--- config.mk ---
export PLATFORM = sky130hd
export DESIGN_NAME = nibble_serial_subtractor
export DESIGN_NICKNAME = d
export VERILOG_FILES = /design/src/rtl/sub_pkg.sv /design/src/rtl/nibble_serial_subtractor_slice.sv /design/src/rtl/nibble_serial_subtractor.sv
export SDC_FILE = /design/constraint.sdc
export NUM_CORES = 1
export LEC_CHECK = 0
export CORE_AREA = 2 2 86 88
export DETAILED_ROUTE_END_ITERATION = 10
export DIE_AREA = 0 0 88 90
export GPL_TIMING_DRIVEN = 0
export PLACE_DENSITY = 0.81
export SYNTH_ARGS = -nofsm -noshare
export SYNTH_HDL_FRONTEND = slang
export SYNTH_SLANG_ARGS = --single-unit
--- constraint.sdc ---
create_clock -name clk -period 7.1 [get_ports clk]
set_input_delay 2.13 -clock clk [delete_from_list [all_inputs] [get_ports clk]]
set_output_delay 2.13 -clock clk [all_outputs]
set_load 0.1 [all_outputs]
--- src/rtl/sub_pkg.sv ---
// Shared constants and FSM state type for the nibble-serial subtractor.
package sub_pkg;

    localparam int WIDTH = 16;
    localparam int DIGIT = 4;
    localparam int NDIG  = WIDTH / DIGIT;
    localparam int CNT_W = $clog2(NDIG);

    typedef enum logic [1:0] {
        IDLE,
        RUN,
        DONE
    } state_t;

endpackage

--- src/rtl/nibble_serial_subtractor_slice.sv ---
// One-digit ripple slice: d = a + b + cin, with the carry out of the top bit.
module nibble_sub_slice #(
    parameter int W = 4
) (
    input  logic [W-1:0] a,
    input  logic [W-1:0] b,
    input  logic         cin,
    output logic [W-1:0] d,
    output logic         cout
);

    logic [W:0] sum;

    assign sum  = {1'b0, a} + {1'b0, b} + {{W{1'b0}}, cin};
    assign d    = sum[W-1:0];
    assign cout = sum[W];

endmodule

--- src/rtl/nibble_serial_subtractor.sv ---
// Digit-serial subtractor Z = X - Y, least significant digit first, with flags.
// Define NIBBLE_SUB_ADD_OP_EN to add an 'op' port selecting add (1) or subtract (0).
module nibble_serial_subtractor #(
    parameter int WIDTH = sub_pkg::WIDTH,
    parameter int DIGIT = sub_pkg::DIGIT
) (
    input  logic             clk,
    input  logic             rst_n,
    input  logic             in_valid,
    output logic             in_ready,
    input  logic [WIDTH-1:0] x,
    input  logic [WIDTH-1:0] y,
`ifdef NIBBLE_SUB_ADD_OP_EN
    input  logic             op,
`endif
    output logic             out_valid,
    input  logic             out_ready,
    output logic [WIDTH-1:0] z,
    output logic             borrow,
    output logic             sign,
    output logic             zero,
    output logic             parity,
    output logic             overflow
);

    import sub_pkg::*;

    localparam int NUM_DIG = WIDTH / DIGIT;
    localparam int CW      = (NUM_DIG > 1) ? $clog2(NUM_DIG) : 1;
    localparam int MSB     = WIDTH - 1;
    localparam logic [CW-1:0] LAST_DIG = CW'(NUM_DIG - 1);

    if ((WIDTH % DIGIT) != 0 || WIDTH < DIGIT) begin : g_bad_width
        $error("WIDTH must be a non-zero multiple of DIGIT");
    end

    state_t           state;
    logic [WIDTH-1:0] xr;
    logic [WIDTH-1:0] yr;
    logic             add_r;
    logic             op_in;
    logic [CW-1:0]    cnt;
    logic             carry;
    logic [DIGIT-1:0] xd;
    logic [DIGIT-1:0] yd;
    logic [DIGIT-1:0] bd;
    logic [DIGIT-1:0] dd;
    logic             cout;
    logic [WIDTH-1:0] z_next;
    logic             ovf_next;

`ifdef NIBBLE_SUB_ADD_OP_EN
    assign op_in = op;
`else
    assign op_in = 1'b0;
`endif

    // Subtraction is x + ~y + 1: the slice always adds, the inversion lives here.
    always_comb begin
        xd = xr[int'(cnt) * DIGIT +: DIGIT];
        yd = yr[int'(cnt) * DIGIT +: DIGIT];
        bd = add_r ? yd : ~yd;
    end

    nibble_sub_slice #(
        .W(DIGIT)
    ) u_slice (
        .a   (xd),
        .b   (bd),
        .cin (carry),
        .d   (dd),
        .cout(cout)
    );

    // Full result including the digit being produced this cycle, so the flags
    // can be registered on the same edge as the last digit.
    always_comb begin
        z_next = z;
        z_next[int'(cnt) * DIGIT +: DIGIT] = dd;
        if (add_r) begin
            ovf_next = (xr[MSB] == yr[MSB]) && (z_next[MSB] != xr[MSB]);
        end else begin
            ovf_next = (xr[MSB] != yr[MSB]) && (z_next[MSB] != xr[MSB]);
        end
    end

    always_ff @(posedge clk or negedge rst_n) begin
        if (!rst_n) begin
            state     <= IDLE;
            xr        <= '0;
            yr        <= '0;
            add_r     <= 1'b0;
            cnt       <= '0;
            carry     <= 1'b0;
            z         <= '0;
            borrow    <= 1'b0;
            sign      <= 1'b0;
            zero      <= 1'b0;
            parity    <= 1'b0;
            overflow  <= 1'b0;
            in_ready  <= 1'b1;
            out_valid <= 1'b0;
        end else begin
            case (state)
                IDLE: begin
                    if (in_valid && in_ready) begin
                        xr       <= x;
                        yr       <= y;
                        add_r    <= op_in;
                        carry    <= ~op_in;
                        cnt      <= '0;
                        in_ready <= 1'b0;
                        state    <= RUN;
                    end
                end
                RUN: begin
                    z     <= z_next;
                    carry <= cout;
                    cnt   <= cnt + CW'(1);
                    if (cnt == LAST_DIG) begin
                        borrow    <= add_r ? cout : ~cout;
                        sign      <= z_next[MSB];
                        zero      <= ~|z_next;
                        parity    <= ~^z_next;
                        overflow  <= ovf_next;
                        out_valid <= 1'b1;
                        state     <= DONE;
                    end
                end
                DONE: begin
                    // in_ready rises only after the handshake: no same-cycle restart.
                    if (out_ready) begin
                        out_valid <= 1'b0;
                        in_ready  <= 1'b1;
                        state     <= IDLE;
                    end
                end
                default: begin
                    state <= IDLE;
                end
            endcase
        end
    end

endmodule
==> results_dict.tcl <==
set metrics [dict create \
    arrival_ps 4380 \
    cts_setup_buffers 0 \
    detail_route.wl_per_cell_um 14.90 \
    diodes 0 \
    slew_violations 0 \
    antenna_found_initial 0 \
    min_path_type "flip-flop to flip-flop" \
    die_w_um 88 \
    gp_congestion 0.8311 \
    fin_crit_sh_pct 58.65 \
    relSlewSlack_pct 35.33 \
    tritoncts "built" \
    cts-resized-gates 0 \
    synth_seq_cells 60 \
    rsz0062_at_grt "no" \
    power_uw 683.7 \
    route.vias.total 2225 \
    yosys.area.top_type "dfrtp_1" \
    vdd_drop_max_v 0.0001103 \
    cts_made_buffers 9 \
    design.die.area_um2 7920 \
    io_pins 59 \
    status "finished clean" \
    synthTopCellsByCount "59 x dfrtp_1, 33 x mux2_2, 26 x nand2_1, 20 x o21ai_0, 16 x ha_1" \
    grt_pass1_vias 2345 \
    synth_most_common_cell "dfrtp_1" \
    cts_sinks 60 \
    cts-root-buf "clkbuf_8" \
    synthCells 260 \
    insertion_delay_ps 340 \
    fmax_mhz 240.1 \
    fp-row-count 31 \
    p_leak_nw 1.824 \
    netlist_area_um2 3089 \
    worst_slew_pin_slew_ps 967.0 \
    holdBufCountCts 0 \
    wirelength_mm 6.468 \
    clkTransAtPathRegs_ps 70 \
    fin_worst_skew_ps 4.579 \
    drv_cap 0 \
    die_h_um 90 \
    drive_above_1_share_pct 20.00 \
    ys_warn_count 0 \
    yosysUniqueCellTypes 36 \
    async_reset_ff_share_pct 100.0 \
    synth-edff-count 0 \
    clock_path_buffers 2 \
    synth_area_leaders "dfrtp_1 48%, mux2_2 12%, ha_1 6.5%" \
    worst-setup-path-type "flip-flop to flip-flop" \
    grt-ovfl-total 0 \
    min_period_ps 4164 \
    track_usage_pct 18.36 \
    yosys.area.top_type_share_pct 47.79 \
    firstDrtPassIters 4 \
    htreeDepth 3 \
    ant_nets 0 \
    crit_required_ps 7320 \
    syn2layout_area_growth_pct 29.85 \
    synth_nets 314 \
    hold_violations 0 \
    setup_viol 0 \
    ys.flop_type "dfrtp_1" \
    grt_pass1_wl_mm 11.14 \
    worstPathMaxFanout 10 \
    yosysSeqAreaShare_pct 48.64 \
    portBuffers 58 \
    initial_core_util_pct 44.00 \
    powerDensity_nw_per_um2 170.4 \
    viasPerCell 5.127 \
    finalNetCount 384 \
    finalSetupTns_ps 0 \
    drc 0 \
    dp_hpwl_mm 4.863 \
    worst_setup_path_end_kind "flip-flop" \
    fin_util_pct 57.14 \
    drtIter0Drc 121 \
    core-area_um2 7020 \
    grt_max_degree 33 \
    start_kind "flip-flop" \
    postSynthAreaPerCell_um2 11.88 \
]
-- state kept, by name, summed over array words and instances, names as in the netlist --
name	count
sign	1
zero	1
z	16
cnt	2
out_valid	1
borrow	1
state	2
overflow	1
xr	16
parity	1
in_ready	1
carry	1
yr	16
-- routing by layer --
layer	part of all wire [%]	up-vias	track usage [%]
li1	-	1061	-
met1	44	1096	23.71
met2	50	55	29.10
met3	4.2	13	5.234
met4	1.8	0	6.795
met5	0	-	0
-- report_power, final --
| group | switching [mW] | internal, mW | leakage [nW] | total, mW |
|---|---|---|---|---|
| Clock | 0.134 | 0.180 | 0.102 | 0.314 |
| Combinational | 0.00989 | 0.0179 | 0.907 | 0.0278 |
| Sequential | 0 | 0.342 | 0.814 | 0.342 |
-- cell type report --
cell class	instances	area [um2]
Buffer	10	42.54
Clock buffer	12	155.1
Clock inverter	4	47.55
Fill cell	615	3009
Inverter	16	60.06
Multi-Input combinational cell	174	1484
Sequential cell	60	1503
Tap cell	99	123.9
Timing Repair Buffer	59	595.6
-- metrics by stage --
step / setup slack (ps) / instance area (um2) / hold WS [ps] / std cells
after floorplan: 3460 / 3089 / 475.2 / 260
after global placement: 2037 / 3794 / 466.6 / 417
after detailed placement: 2924 / 3809 / 485.0 / 418
after CTS: 2909 / 4011 / 500.1 / 434
after global routing: 2658 / 4011 / 513.6 / 434
final: 2936 / 4011 / 489.9 / 434
-- path summary, 6_finish.rpt --
path,slack (ps),depth (start not counted),from,end
hold / removal,490,2,zero,zero
setup reg to reg,2940,15,cnt[0],parity
hold reg to reg,490,2,zero,zero
max in group asynchronous,4670,2,rst_n,xr[12]
setup / recovery,2940,15,cnt[0],parity
min in group asynchronous,1830,1,rst_n,out_valid
-- cells in the final DEF, fill, tap and decap left out, types with 8 or more instances in the layout --
master           synthesis  layout
o21ai_0                 20      20
dfrtp_1                 59      59
a21oi_1                 12      12
mux4_2                   8       8
ha_1                    16      16
inv_1                   15      15
mux2_2                  33      33
nand2_1                 26      26
clkdlybuf4s50_1          0      57
nor2b_1                 12      12
clkbuf_8                 0      11
-- logic make-up after synthesis --
kind of cell	Yosys count	synth area share, %
AOI/OAI and AO/OA	51	10.29
adders and majority gates	18	7.776
DFF	60	48.64
and+or+nand+nor	54	9.235
xor gates and xnor gates	9	2.552
buffers and inverters	26	3.321
muxes	42	18.19
-- worst max-delay path, cell delays in order, from the launching register on --
cell	delay (ps)
dfrtp_1	500
buf_2	380
mux4_2	600
fa_1	430
nor2b_1	120
o21ai_1	70
nor3b_2	180
nor2_1	400
a22oi_1	130
ha_1	330
xor2_1	190
xnor2_1	110
xnor2_1	220
xnor2_1	160
xnor2_1	140
o21ai_1	70
(Power assumes the default switching activity.)
